==> src/rtl/fetch_unit_l2_pkg.sv <==
// FetchPkg: types and constants shared by the fetch unit and its FIFOs.
//   inflight_entry_t : one issued-but-unanswered memory request
//   fbuf_entry_t     : one returned instruction waiting for decode
//   FETCH_PC_INCR    : byte stride between sequential fetches
package FetchPkg;

  localparam logic [31:0] FETCH_PC_INCR = 32'd4;

  typedef struct packed {
    logic [31:0] pc;
    logic        squashed;
  } inflight_entry_t;

  typedef struct packed {
    logic [31:0] inst;
    logic [31:0] pc;
  } fbuf_entry_t;

endpackage

==> src/rtl/fetch_unit_l2_fifo.sv <==
// fetch_fifo: synchronous FIFO, parameterised on depth (power of 2) and
// entry type, with a per-entry tag bit that can be set on every entry at
// once (squash_all_i). New entries are pushed with the tag clear.
//
// Ports:
//   clk, rst       clock, synchronous active-high reset
//   push_i         write push_data_i at the tail (ignored when full)
//   pop_i          drop the head entry (ignored when empty)
//   head_o         head entry data
//   head_tag_o     head entry tag bit
//   flush_i        discard all entries
//   squash_all_i   set the tag of every stored entry
//   full_o/empty_o occupancy flags
//   count_o        number of stored entries
module fetch_fifo #(
  parameter int unsigned p_depth = 4,
  parameter type T = logic [31:0],
  localparam int unsigned AW = $clog2(p_depth)
) (
  input  logic          clk,
  input  logic          rst,
  input  logic          push_i,
  input  T              push_data_i,
  input  logic          pop_i,
  output T              head_o,
  output logic          head_tag_o,
  input  logic          flush_i,
  input  logic          squash_all_i,
  output logic          full_o,
  output logic          empty_o,
  output logic [AW:0]   count_o
);

  localparam logic [AW-1:0] PTR_ONE  = 1;
  localparam logic [AW:0]   CNT_ONE  = 1;
  localparam logic [AW:0]   CNT_FULL = (AW+1)'(p_depth);

  T                   mem_q [p_depth];
  logic [AW-1:0]      wr_ptr_q, wr_ptr_d;
  logic [AW-1:0]      rd_ptr_q, rd_ptr_d;
  logic [AW:0]        count_q, count_d;
  logic [p_depth-1:0] tag_q, tag_d;
  logic               push_ok, pop_ok;

  assign full_o     = (count_q == CNT_FULL);
  assign empty_o    = (count_q == '0);
  assign count_o    = count_q;
  assign head_o     = mem_q[rd_ptr_q];
  assign head_tag_o = tag_q[rd_ptr_q];

  assign push_ok = push_i && !full_o;
  assign pop_ok  = pop_i && !empty_o;

  always_comb begin
    wr_ptr_d = wr_ptr_q;
    rd_ptr_d = rd_ptr_q;
    count_d  = count_q;
    tag_d    = tag_q;
    if (flush_i) begin
      wr_ptr_d = '0;
      rd_ptr_d = '0;
      count_d  = '0;
    end else begin
      if (push_ok) wr_ptr_d = wr_ptr_q + PTR_ONE;
      if (pop_ok)  rd_ptr_d = rd_ptr_q + PTR_ONE;
      unique case ({push_ok, pop_ok})
        2'b10:   count_d = count_q + CNT_ONE;
        2'b01:   count_d = count_q - CNT_ONE;
        default: count_d = count_q;
      endcase
    end
    // Squash marks everything present at this edge; an entry pushed in the
    // same cycle is newer than the squash and stays clean.
    if (squash_all_i) tag_d = '1;
    if (push_ok)      tag_d[wr_ptr_q] = 1'b0;
  end

  always_ff @(posedge clk) begin
    if (rst) begin
      wr_ptr_q <= '0;
      rd_ptr_q <= '0;
      count_q  <= '0;
      tag_q    <= '0;
    end else begin
      wr_ptr_q <= wr_ptr_d;
      rd_ptr_q <= rd_ptr_d;
      count_q  <= count_d;
      tag_q    <= tag_d;
    end
  end

  // Storage needs no reset: occupancy is tracked by the pointers.
  always_ff @(posedge clk) begin
    if (push_ok) mem_q[wr_ptr_q] <= push_data_i;
  end

endmodule

==> src/rtl/fetch_unit_l2.sv <==
// fetch_unit_l2: in-order instruction fetch stage feeding decode.
// Issues sequential word fetches to instruction memory, tracks them in an
// in-flight FIFO, buffers returned words and hands {inst, pc, seq_num} to
// decode. A redirect squashes outstanding work and restarts at a new PC;
// commit notifications bound the number of live sequence numbers.
//
// Optional build macro FETCH_BYPASS_EN: an unsquashed response arriving
// while the response buffer is empty is offered to decode in the same
// cycle and is not buffered if decode takes it.
//
// Handshakes: every channel (mem_req, mem_resp, f) transfers on a cycle in
// which both val and rdy are high at the rising clock edge; val never
// depends on rdy of the same channel.
//
// Ports:
//   clk, rst                         clock, synchronous active-high reset
//   mem_req_val/rdy, mem_req_addr    fetch request channel
//   mem_resp_val/rdy, mem_resp_data  in-order response channel
//   f_val/rdy, f_inst, f_pc, f_seq_num  instruction channel to decode
//   redirect_val, redirect_pc        squash and restart
//   commit_val                       one instruction committed
module fetch_unit_l2
  import FetchPkg::*;
#(
  parameter logic [31:0] p_reset_pc     = 32'h200,
  parameter int unsigned p_max_inflight = 4,
  parameter int unsigned p_seq_num_bits = 5
) (
  input  logic                      clk,
  input  logic                      rst,
  output logic                      mem_req_val,
  input  logic                      mem_req_rdy,
  output logic [31:0]               mem_req_addr,
  input  logic                      mem_resp_val,
  output logic                      mem_resp_rdy,
  input  logic [31:0]               mem_resp_data,
  output logic                      f_val,
  input  logic                      f_rdy,
  output logic [31:0]               f_inst,
  output logic [31:0]               f_pc,
  output logic [p_seq_num_bits-1:0] f_seq_num,
  input  logic                      redirect_val,
  input  logic [31:0]               redirect_pc,
  input  logic                      commit_val
);

  localparam int unsigned CW = $clog2(p_max_inflight) + 1;
  localparam logic [CW:0] MAX_OCC = (CW+1)'(p_max_inflight);
  localparam logic [p_seq_num_bits-1:0] SEQ_ONE = 1;
  localparam logic [p_seq_num_bits:0]   UNC_ONE = 1;

  logic [31:0]               pc_q, pc_d;
  logic [p_seq_num_bits-1:0] seq_q, seq_d;
  logic [p_seq_num_bits:0]   unc_q, unc_d;

  inflight_entry_t if_push, if_head;
  logic            if_tag, if_full, if_empty;
  logic [CW-1:0]   if_count;
  fbuf_entry_t     fb_push_data, fb_head;
  logic            fb_tag, fb_full, fb_empty;
  logic [CW-1:0]   fb_count;

  logic [CW:0] occupancy;
  logic        req_fire, resp_fire, resp_keep, dec_fire;
  logic        fb_push, fb_pop, unc_ok;

  // Credits: every issued request owns a slot until decode takes it, so a
  // response can always be buffered and the response side never stalls.
  assign occupancy    = {1'b0, if_count} + {1'b0, fb_count};
  assign mem_req_val  = !rst && (occupancy < MAX_OCC) && !redirect_val;
  assign mem_req_addr = pc_q;
  assign mem_resp_rdy = 1'b1;

  assign req_fire  = mem_req_val && mem_req_rdy;
  assign resp_fire = mem_resp_val && mem_resp_rdy;
  assign resp_keep = resp_fire && !(if_head.squashed || if_tag) && !redirect_val;

  // Top bit of the uncommitted count set means all seq nums are live.
  assign unc_ok    = !unc_q[p_seq_num_bits];
  assign f_seq_num = seq_q;
  assign dec_fire  = f_val && f_rdy;

  assign if_push      = '{pc: pc_q, squashed: 1'b0};
  assign fb_push_data = '{inst: mem_resp_data, pc: if_head.pc};

`ifdef FETCH_BYPASS_EN
  always_comb begin
    f_val   = !rst && !redirect_val && unc_ok && (!fb_empty || resp_keep);
    f_inst  = fb_empty ? mem_resp_data : fb_head.inst;
    f_pc    = fb_empty ? if_head.pc    : fb_head.pc;
    // A bypassed word that decode accepted never enters the buffer.
    fb_push = resp_keep && !(fb_empty && dec_fire);
    fb_pop  = dec_fire && !fb_empty;
  end
`else
  always_comb begin
    f_val   = !rst && !redirect_val && unc_ok && !fb_empty;
    f_inst  = fb_head.inst;
    f_pc    = fb_head.pc;
    fb_push = resp_keep;
    fb_pop  = dec_fire;
  end
`endif

  always_comb begin
    pc_d = pc_q;
    if (redirect_val)  pc_d = redirect_pc;
    else if (req_fire) pc_d = pc_q + FETCH_PC_INCR;

    seq_d = dec_fire ? seq_q + SEQ_ONE : seq_q;

    unique case ({dec_fire, commit_val})
      2'b10:   unc_d = unc_q + UNC_ONE;
      2'b01:   unc_d = unc_q - UNC_ONE;
      default: unc_d = unc_q;
    endcase
  end

  always_ff @(posedge clk) begin
    if (rst) begin
      pc_q  <= p_reset_pc;
      seq_q <= '0;
      unc_q <= '0;
    end else begin
      pc_q  <= pc_d;
      seq_q <= seq_d;
      unc_q <= unc_d;
    end
  end

  fetch_fifo #(.p_depth(p_max_inflight), .T(inflight_entry_t)) u_inflight (
    .clk          (clk),
    .rst          (rst),
    .push_i       (req_fire),
    .push_data_i  (if_push),
    .pop_i        (resp_fire),
    .head_o       (if_head),
    .head_tag_o   (if_tag),
    .flush_i      (1'b0),
    .squash_all_i (redirect_val),
    .full_o       (if_full),
    .empty_o      (if_empty),
    .count_o      (if_count)
  );

  fetch_fifo #(.p_depth(p_max_inflight), .T(fbuf_entry_t)) u_fbuf (
    .clk          (clk),
    .rst          (rst),
    .push_i       (fb_push),
    .push_data_i  (fb_push_data),
    .pop_i        (fb_pop),
    .head_o       (fb_head),
    .head_tag_o   (fb_tag),
    .flush_i      (redirect_val),
    .squash_all_i (1'b0),
    .full_o       (fb_full),
    .empty_o      (fb_empty),
    .count_o      (fb_count)
  );

  a_commit_underflow: assert property (@(posedge clk) disable iff (rst)
    !(commit_val && unc_q == '0))
    else $error("commit_val with no uncommitted instruction");

  a_resp_without_req: assert property (@(posedge clk) disable iff (rst)
    !(mem_resp_val && if_empty))
    else $error("memory response with nothing in flight");

  a_inflight_overrun: assert property (@(posedge clk) disable iff (rst)
    !(req_fire && if_full))
    else $error("request issued with in-flight FIFO full");

  a_fbuf_overrun: assert property (@(posedge clk) disable iff (rst)
    !(fb_push && fb_full))
    else $error("response buffer overrun");

  a_fbuf_tag_clear: assert property (@(posedge clk) disable iff (rst)
    !(fb_tag && !fb_empty))
    else $error("response buffer entry tagged");

endmodule
==> config.mk <==
export PLATFORM = sky130hd
export DESIGN_NAME = fetch_unit_l2
export DESIGN_NICKNAME = d
export VERILOG_FILES = /design/src/rtl/fetch_unit_l2_pkg.sv /design/src/rtl/fetch_unit_l2_fifo.sv /design/src/rtl/fetch_unit_l2.sv
export SDC_FILE = /design/constraint.sdc
export NUM_CORES = 1
export LEC_CHECK = 0
export CORE_ASPECT_RATIO = 0.75
export CORE_MARGIN = 2
export CORE_UTILIZATION = 63
export DETAILED_ROUTE_END_ITERATION = 6
export DONT_BUFFER_PORTS = 1
export PLACE_DENSITY = 0.89
export REMOVE_ABC_BUFFERS = 1
export SYNTH_ARGS = -nofsm -noshare
export SYNTH_HDL_FRONTEND = slang
export SYNTH_SLANG_ARGS = --single-unit
==> constraint.sdc <==
create_clock -name clk -period 4.9 [get_ports clk]
set_clock_uncertainty 0.1 [all_clocks]
set_input_delay 0.49 -clock clk [delete_from_list [all_inputs] [get_ports clk]]
set_output_delay 0.49 -clock clk [all_outputs]
set_load 0.05 [all_outputs]
# [After elaboration in Yosys (flattened, before gate mapping)]
# Memory sizes are Yosys's and may differ from the RTL's. A register that Yosys moved wholly into a read port is not among the register bits.
# Cells that the tools add are included.
[classes] add_sub_neg=13 n_lt_le_gt_ge=4 eq_ne=8 mux=19 n_bitwise=2 reduce_logical=30
[ops] op="32-bit 2-to-1 mux" n=2
[ops] op="32-bit by 3-bit adder with 32-bit output (second input constant)" n=1
[ops] op="1-bit logical AND" n=14
[ops] op="3-bit case mux with 2 select lines" n=2
[ops] op="6-bit case mux with 2 select lines" n=1
[ops] op="2-bit by 1-bit adder with 2-bit output (second input constant)" n=4
[ops] op="1-bit zero test" n=8
[ops] op="2-bit 2-to-1 mux" n=4
[ops] op="4-bit 2-to-1 mux" n=2
[ops] op="2-bit nonzero test" n=4
[ops] op="3-bit by 1-bit adder with 3-bit output (second input constant)" n=2
[ops] op="6-bit by 1-bit adder with 6-bit output (second input constant)" n=1
[ops] op="2-bit by 1-bit == test with 1-bit output (second input constant)" n=3
[ops] op="2-bit == test (second input constant)" n=3
[ops] op="3-bit == test (second input constant)" n=2
[ops] op="3-bit zero test" n=2
[ops] op="2-bit by 3-bit < comparator with 1-bit output (second input constant)" n=2
[ops] op="1-bit 2-to-1 mux" n=6
[ops] op="3-bit by 1-bit subtractor with 3-bit output (second input constant)" n=2
[ops] op="6-bit by 1-bit subtractor with 6-bit output (second input constant)" n=1
[ops] op="5-bit by 1-bit adder with 5-bit output (second input constant)" n=1
[ops] op="3-bit by 3-bit adder with 4-bit output" n=1
[ops] op="4-bit AND" n=1
[ops] op="4-bit by 3-bit < comparator with 1-bit output (second input constant)" n=1
[ops] op="6 further kinds" n=6
[totals] reg_bits=61 mem_bits_rw=384 input_bits=71 output_inout_bits=104 word_cells=88 n_memories=2
[memory_table] memory="u_fbuf.mem_q" words=4 width=64 rd=1 rd_clocked_by_memory_dff=1 write_ports=1 line_no="fetch_unit_l2_fifo.sv:38" source="T mem_q [p_depth];"
[memory_table] memory="u_inflight.mem_q" words=4 width=32 rd=1 rd_clocked_by_memory_dff=1 write_ports=1 line_no="fetch_unit_l2_fifo.sv:38"

# [Depth between registers and ports, before layout]
# Gate-level depths: netlist of run 1.
[logic_depth] word_depth=9 ltp_mapped=13 mapped_depth_nobuf=11

# [Cells and area by module]
# Synthesis of run 1 repeated with hierarchy kept, for this count alone.
[hier_totals] cells_unflattened=966 hier_area_um2=17905.9
[by_module_without_submodules] module="fetch_fifo at u_fbuf" instances=1 cells_per_inst=403 area_each_um2=9855.7 seq_area_each_um2=7947.6
[by_module_without_submodules] module="fetch_fifo at u_inflight" instances=1 cells_per_inst=242 area_each_um2=5392.7 seq_area_each_um2=4224.1
[by_module_without_submodules] module="fetch_unit_l2" instances=1 cells_per_inst=321 area_each_um2=2657.5 seq_area_each_um2=860.8

# [Worst setup path before layout of run 1]
# Ideal clock, no wire load.
[synth_timing] path_type="input -> register" start="input rst" end="register unc_q[5]" setup_ps=128 arrival_time_ps=4015 t_required_ps=4672 setup_slack_ps=658 cell_stages=12 path_buffers=2 path_cell_list="buf_6 > or2_1 > buf_2 > nor3_1 > nand2_1 > ha_1 > ha_1 > or4b_2 > a311o_1 > o211ai_1 > xnor2_1 > nor2_1"
[synth_via] elab_chain_cells=7 elab_cells_between_ends=9 classes_between="eq/ne (2); mux (1); reduce/logical (6)"
[synth_lines] element="start: declaration" line_no="fetch_unit_l2.sv:30" source="input logic rst,"
[synth_lines] element="1-bit zero test (*)" line_no="fetch_unit_l2.sv:97" source="f_val = !rst && !redirect_val && unc_ok && !fb_empty;"
[synth_lines] element="1-bit logical AND (*) (3 in series)" line_no="fetch_unit_l2.sv:97"
[synth_lines] element="net f_val" line_no="fetch_unit_l2.sv:37" source="output logic f_val,"
[synth_lines] element="1-bit logical AND (*)" line_no="fetch_unit_l2.sv:81" source="assign dec_fire = f_val && f_rdy;"
[synth_lines] element="2-bit by 1-bit == test with 1-bit output or 2-bit == test (tied branches)" line_no="fetch_unit_l2.sv:112" source="unique case ({dec_fire, commit_val})"
[synth_lines] element="6-bit case mux with 2 select lines or 2-bit nonzero test (tied branches)"
[synth_lines] element="end signal: assignment" line_no="fetch_unit_l2.sv:127" source="unc_q <= unc_d;"
[synth_lines] element="end: declaration" line_no="fetch_unit_l2.sv:54" source="logic [p_seq_num_bits:0] unc_q, unc_d;"
# Mark *: on every way through the listed nets, which the timed path passes. The rest lies on a longest branch.
# A chain may end at the register's enable or synchronous reset.

# [Worst setup path in the final report of run 1]
[layout_timing] start="register u_inflight.count_q[2], in the netlist u_inflight.count_o[2]" end="memory u_inflight.mem_q[0][31] (netlist name) (enable)"
[layout_via] elab_chain_cells=8 elab_cells_between_ends=10 classes_between="add/sub (1); order compare (1); eq/ne (1); mux (2); reduce/logical (5)"
[layout_lines] element="start: declaration" line_no="fetch_unit_l2_fifo.sv:41" source="logic [AW:0] count_q, count_d;"
[layout_lines] element="start signal: assignment" line_no="fetch_unit_l2_fifo.sv:87" source="count_q <= count_d;"
[layout_lines] element="3-bit by 3-bit adder with 4-bit output" line_no="fetch_unit_l2.sv:69" source="assign occupancy = {1'b0, if_count} + {1'b0, fb_count};"
[layout_lines] element="4-bit by 3-bit < comparator with 1-bit output" line_no="fetch_unit_l2.sv:70" source="assign mem_req_val = !rst && (occupancy < MAX_OCC) && !redirect_val;"
[layout_lines] element="1-bit logical AND (2 in series)" line_no="fetch_unit_l2.sv:70"
[layout_lines] element="1-bit logical AND" line_no="fetch_unit_l2.sv:74" source="assign req_fire = mem_req_val && mem_req_rdy;"
[layout_lines] element="1-bit logical AND (*)" line_no="fetch_unit_l2_fifo.sv:51" source="assign push_ok = push_i && !full_o;"
[layout_lines] element="1-bit 2-to-1 mux (*)" line_no="fetch_unit_l2_fifo.sv:94" source="if (push_ok) mem_q[wr_ptr_q] <= push_data_i;"
[layout_lines] element="1-bit 2-to-1 mux (not written as such) (*)" line_no="fetch_unit_l2_fifo.sv:94"
[layout_lines] element="end: declaration" line_no="fetch_unit_l2_fifo.sv:38"
# Mark *: on every way between the ends. The rest lies on a longest branch, timed or not.

==> qor.txt, run 1 <==
status: finished clean
Fill cells: 1558
fin crit period: 3.54 ns
RSZ-0062 raised after global routing: no
max-capacitance violation count: 0
PostCTS Resize Cnt: 0
Clock Latency Late Sink: 0.54 ns
Pwr Density: 443 nW/um^2
met3 global-route usage: 0.0516
total track usage: 0.246
met1 GRT Util: 0.342
remaining antenna violation count: 0
area of the core: 27000 sq um
max-slew violations: 0
Nets: 1063
Post-synth EDFFs: 384
initial antenna violation count: 0
CTS max path bufs: 3
die area: 28800 sq um
worst rel slew slack: 0.185
Worst Hold Depth: 2
library cells used by synthesis: 62
Port Buffers: 0
Power Total: 8.63 mW
Seq/Total Area, Yosys: 0.742
setup bufs post-CTS: 0
Root Buffer: clkbuf_16
Critical Path Sink Type: flop
gr ovfl total: 0
DRT Pass-1 Iters: 5
Residual DRC: 0
Initial Utilization: 0.641
busiest grt layer: met2
ant diodes: 0
Leakage: 6.16 nW
layout cell share with drive strength beyond 1: 0.190
width of the die: 195 microns
Yosys Warn Count: 0
Critical Path RT: 4.94 ns
clock-pin slew on the worst setup and hold paths: 0.06 ns
Syn Inst Count: 922
asr flop ratio synth: 0
Max H-tree Level: 2
critical path class: flop to flop
Worst Hold Class: input port to flop
drt wl/cell: 25.9 microns
Yosys reg bits: 449
period utilization: 0.723
Setup TNS: 0 ns
startpoint types: flop
via count: 8857
GP Congestion: 0.838
synthesized area per cell: 18.8 sq um
peak supply drop: 0.276 mV
die height: 148 microns
Critical Path AT: 3.59 ns
Most used DFF post-synth: edfxtp_1
dpl hpwl: 20500 microns
Max Fclk: 282 MHz
site row count: 52
final WL: 35100 microns
met2 usage: 0.405
area grow syn2layout: 12.5%
clock sink total: 449
Iter 0 DRT Violations: 857
global-route wire length before repair: 53000 microns
most common cell after layout, fill and taps aside: edfxtp_1
Final Hold Vio Count: 0
IO Count: 175
CTS tree: done
vias in the first global route: 8871
largest net degree at the start of global routing: 65
# setup viols final: 0
CTS buffer count: 41
R2R depth: 5
Via density: 6.54
critical-path maximum fanout: 33
pin slew with the least headroom to its limit: 1.22 ns
commonest non-fill, non-tap cells in the layout: 384 x edfxtp_1, 97 x mux4_2, 62 x dfxtp_1, 49 x nor2_1, 43 x clkbuf_16
Netlist Area Pre-Place: 17300 sq um
[stage by stage]
| step | hold WS (ns) | std cells | util | instance area, sq um | worst slack, ns |
|---|---|---|---|---|---|
| after detailed placement | 0.357 | 1242 | 0.656 | 17700 | 1.45 |
| final | 0.0173 | 1354 | 0.721 | 19500 | 1.36 |
| after floorplan | 0.339 | 879 | - | 17100 | 0.734 |
| after CTS | 0.00313 | 1354 | 0.721 | 19500 | 1.38 |
| after global placement | 0.358 | 1242 | 0.656 | 17700 | 1.52 |
| after global routing | 0.00937 | 1354 | 0.721 | 19500 | 1.27 |
[cells in the mapped netlist (7+ instances only)]
| cell | n | share of area |
|---|---|---|
| o21ai_0 | 21 | 0.0061 |
| dfxtp_1 | 65 | 0.075 |
| a31oi_1 | 11 | 0.0040 |
| and2_1 | 11 | 0.0040 |
| clkbuf_1 | 26 | 0.0056 |
| buf_1 | 12 | 0.0026 |
| xnor2_1 | 7 | 0.0035 |
| mux4_2 | 97 | 0.13 |
| a21oi_1 | 30 | 0.0087 |
| inv_1 | 21 | 0.0046 |
| nand2_1 | 30 | 0.0065 |
| xor2_1 | 17 | 0.0086 |
| nand4_1 | 18 | 0.0065 |
| nor3_1 | 13 | 0.0038 |
| nand3_1 | 12 | 0.0035 |
| nor2_1 | 49 | 0.011 |
| edfxtp_1 | 384 | 0.67 |
| ha_1 | 19 | 0.014 |
[power breakdown]
part | leakage, nW | internal (mW) | total, mW | switching (mW)
clock | 0.683 | 1.94 | 3.26 | 1.31
combinational | 1.44 | 0.310 | 0.863 | 0.552
sequential | 4.03 | 4.36 | 4.51 | 0.144
[cell type report]
class,instances,area [sq um],share of cell area
Tap cell,351,439,0.0226
Clock buffer,53,1120,0.0577
Sequential cell,449,12800,0.660
Clock inverter,23,265,0.0136
Multi-Input combinational cell,408,4250,0.218
Timing Repair Buffer,48,460,0.0237
Inverter,22,82.6,0.00424
[critical path, stage by stage (launching register included)]
cell and delay (ns):
dfxtp_1 0.46, ha_1 0.30, or3b_2 0.50, or4_4 0.63, a31oi_4 0.32, and2_2 0.82
[logic make-up after synthesis]
group                      share of synthesized area
AOI/OAI and AO/OA                             0.0359
adders and majority gates                     0.0172
muxes                                          0.130
other                                       0.000217
DFF                                            0.742
and+or+nand+nor                               0.0479
xor gates and xnor gates                      0.0121
buffers and inverters                         0.0153
[state kept, by name (all words and copies together), names as in the netlist, named ones only]
register	count
u_fbuf.mem_q	256
u_inflight.tag_q	4
u_fbuf.rd_ptr_q	2
mem_req_addr	32
u_fbuf.wr_ptr_q	2
u_inflight.mem_q	128
f_seq_num	5
u_inflight.count_o	3
u_inflight.rd_ptr_q	2
unc_q	6
u_inflight.wr_ptr_q	2
u_fbuf.count_o	3
[repair_timing]
action,4_1_cts,5_1_grt
endpoints found under the hold margin,176,0
hold buffers,36,0
setup endpoints to repair,0,0
[worst paths after layout]
kind | from | end | slack (ns)
worst max-delay path | u_inflight.count_o[2] | u_inflight.mem_q[0][31] | 1.36
worst min-delay path | redirect_pc[14] | mem_req_addr[14] | 0.02
worst max register to register | u_inflight.count_o[2] | u_inflight.mem_q[0][31] | 1.36
worst min register to register | unc_q[2] | unc_q[2] | 0.37
[metal layers]
| layer | share of wire | vias up |
|---|---|---|
| met5 | 0 | - |
| met4 | 0.021 | 0 |
| li1 | - | 3825 |
| met3 | 0.082 | 63 |
| met1 | 0.40 | 4480 |
| met2 | 0.49 | 489 |
Note: power is estimated with default switching activity, not from simulation.
==> inputs of run 2 (changes only) <==
==> constraint.sdc (replaced) <==
create_clock -name clk -period 3.4 [get_ports clk]
set_clock_uncertainty 0.1 [all_clocks]
set_input_delay 0.34 -clock clk [delete_from_list [all_inputs] [get_ports clk]]
set_output_delay 0.34 -clock clk [all_outputs]
set_load 0.05 [all_outputs]
==> run 2 against run 1 <==
The flow now finishes with violations (design-rule violations); via count up 4.0%; clock power is 32% higher; largest power group unchanged; sequential share of layout area down 2.1 points; highest routed layer unchanged.
==> qor.txt, run 2 (same netlist as run 1, synthesis figures left out) <==
area of the multi-input gates: 4250 sq um (unchanged)
Setup TNS: 0 ns (unchanged)
period utilization: 0.960 (+0.237)
Port Buffers: 0 (unchanged)
Critical Path RT: 3.77 ns (-1.17 ns)
dpl hpwl: 22800 microns (+11%)
critical path class: flop to flop
startpoint types: flop
total track usage: 0.262 (+0.0154)
via count: 9213 (+4.0%)
initial antenna violation count: 0 (unchanged)
Power Total: 12.1 mW (+40%)
Final WS setup: 0.135 ns (-1.22 ns)
Root Buffer: clkbuf_16
register area: 12800 sq um (unchanged)
global-route wire length before repair: 56300 microns (+6.2%)
RSZ-0062 raised after global routing: no
max-capacitance violation count: 0 (unchanged)
drt wl/cell: 25.8 microns (-0.39%)
Most flops, register: u_fbuf.mem_q
width of the die: 195 microns (unchanged)
layout cell share with drive strength beyond 1: 0.216 (+0.0258)
final WL: 37000 microns (+5.4%)
Pwr Density: 603 nW/um^2 (+36%)
Clock Latency Late Sink: 0.53 ns (about the same)
status: complete, but fails checks
gr ovfl total: 0 (unchanged)
pin slew with the least headroom to its limit: 1.25 ns (+0.0306 ns)
CP bufs+invs: 2 (+2)
GP Congestion: 0.887 (+5.9%)
dpl ws: 0.270 ns (-1.18 ns)
vias in the first global route: 9612 (+8.4%)
Residual DRC: 2 (+2)
Nets: 1142 (+7.4%)
failing checks: design-rule violations
Iter 0 DRT Violations: 877 (+2.3%)
r2r setup slk: 0.14 ns (-1.22 ns)
PostCTS Resize Cnt: 0 (unchanged)
Via density: 6.43 (-1.7%)
Max H-tree Level: 2 (unchanged)
max-slew violations: 0 (unchanged)
CTS tree: done
Max Fclk: 306 MHz (+8.5%)
CP top delay family: simple AND/OR/NAND/NOR gates
Largest register FFs: 256 (unchanged)
commonest non-fill, non-tap cells in the layout: 384 x edfxtp_1, 97 x mux4_2, 66 x dlygate4sd3_1, 62 x dfxtp_1, 52 x buf_4
peak supply drop: 0.371 mV (+35%)
Final Hold Vio Count: 0 (unchanged)
critical-path maximum fanout: 15 (-55%)
slowest cell on the critical path: nor2_1
site row count: 52 (unchanged)
die area: 28800 sq um (unchanged)
Fill cells: 1512 (-3.0%)
CTS max path bufs: 3 (unchanged)
ant diodes: 0 (unchanged)
most common cell after layout, fill and taps aside: edfxtp_1
Initial Utilization: 0.641 (unchanged)
CTS buffer count: 41 (unchanged)
Critical Path AT: 3.64 ns (+0.05 ns)
area of the core: 27000 sq um (unchanged)
Critical Path Sink Type: flop
Worst Hold Class: input port to flop
CP cell instances: ha_1, and3_1, nor4_4, buf_4, nor2_1, o21ai_0, a21oi_1, dlygate4sd3_1
IO Count: 175 (unchanged)
clock sink total: 449 (unchanged)
largest net degree at the start of global routing: 59 (-9.2%)
DRT Pass-1 Iters: 7 (+2)
delay of the slowest critical-path stage: 0.94 ns (+0.12 ns)
clock-pin slew on the worst setup and hold paths: 0.06 ns (about the same)
remaining antenna violation count: 0 (unchanged)
hold slack: 0.0335 ns (+0.0162 ns)
# setup viols final: 0 (unchanged)
area grow syn2layout: 16.1%
die height: 148 microns (unchanged)
Leakage: 6.49 nW (+5.5%)
fin crit period: 3.26 ns (-0.278 ns)
worst rel slew slack: 0.164 (-0.0205)
## run 2: per-layer routing
| layer | vias to the layer above | routed length (microns) | GRT usage |
|---|---|---|---|
| li1 | 3982 | - | - |
| met5 | - | 0 | 0 |
| met4 | 0 | 1040 | 0.0889 |
| met1 | 4689 | 14600 | 0.352 |
| met3 | 90 | 3160 | 0.0611 |
| met2 | 452 | 18200 | 0.431 |
## run 2: cell type report
type | instances | area share
clock buffer | 53 | 0.0559
clock inverter | 23 | 0.00635
inverter | 22 | 0.00411
multi-input combinational | 408 | 0.211
sequential | 449 | 0.639
tap | 351 | 0.0219
timing repair buffer | 127 | 0.0613
## run 2: worst reg2reg max path, delay by kind of cell, from the launching register on
kind                     cells  cell delay (ns)
AND/OR/NAND/NOR              3             1.24
adder cells (fa/ha/maj)      1             0.29
flip-flops                   1             0.35
buffers and inverters        2             0.75
AO/OA/AOI/OAI                2             0.47
## run 2: what timing repair did
item,CTS,global route
hold buffers,67,0
setup buffers,0,0
hold endpoints to repair,183,0
## run 2: stage by stage
step / utilization / instance area [sq um] / cells
after floorplan: - / 17100 / 879
after global placement: 0.673 / 18200 / 1290
after detailed placement: 0.673 / 18200 / 1290
after CTS: 0.744 / 20100 / 1433
after global routing: 0.744 / 20100 / 1433
final: 0.744 / 20100 / 1433
## run 2: power by group
group	switching [mW]	total (mW)	leakage [nW]	internal (mW)
clock network	1.89	4.29	0.618	2.41
registers	0.110	6.39	4.03	6.28
logic	0.919	1.43	1.84	0.508
## run 2: final timing paths
path	cells past startpoint	to	startpoint
worst max-delay path	8	mem_req_addr[21]	u_fbuf.count_o[1]
worst min-delay path	2	mem_req_addr[2]	rst
worst max register to register	8	mem_req_addr[21]	u_fbuf.count_o[1]
worst min register to register	2	unc_q[4]	unc_q[4]
==> inputs of run 3 (changes only) <==
--- a/config.mk
+++ b/config.mk
@@ -12,6 +12,7 @@
 export DONT_BUFFER_PORTS = 1
 export PLACE_DENSITY = 0.89
 export REMOVE_ABC_BUFFERS = 1
+export SLEW_MARGIN = 20
 export SYNTH_ARGS = -nofsm -noshare
 export SYNTH_HDL_FRONTEND = slang
 export SYNTH_SLANG_ARGS = --single-unit
==> results of run 3 <==
Final layout, timing and power as in run 2 (identical DEF).
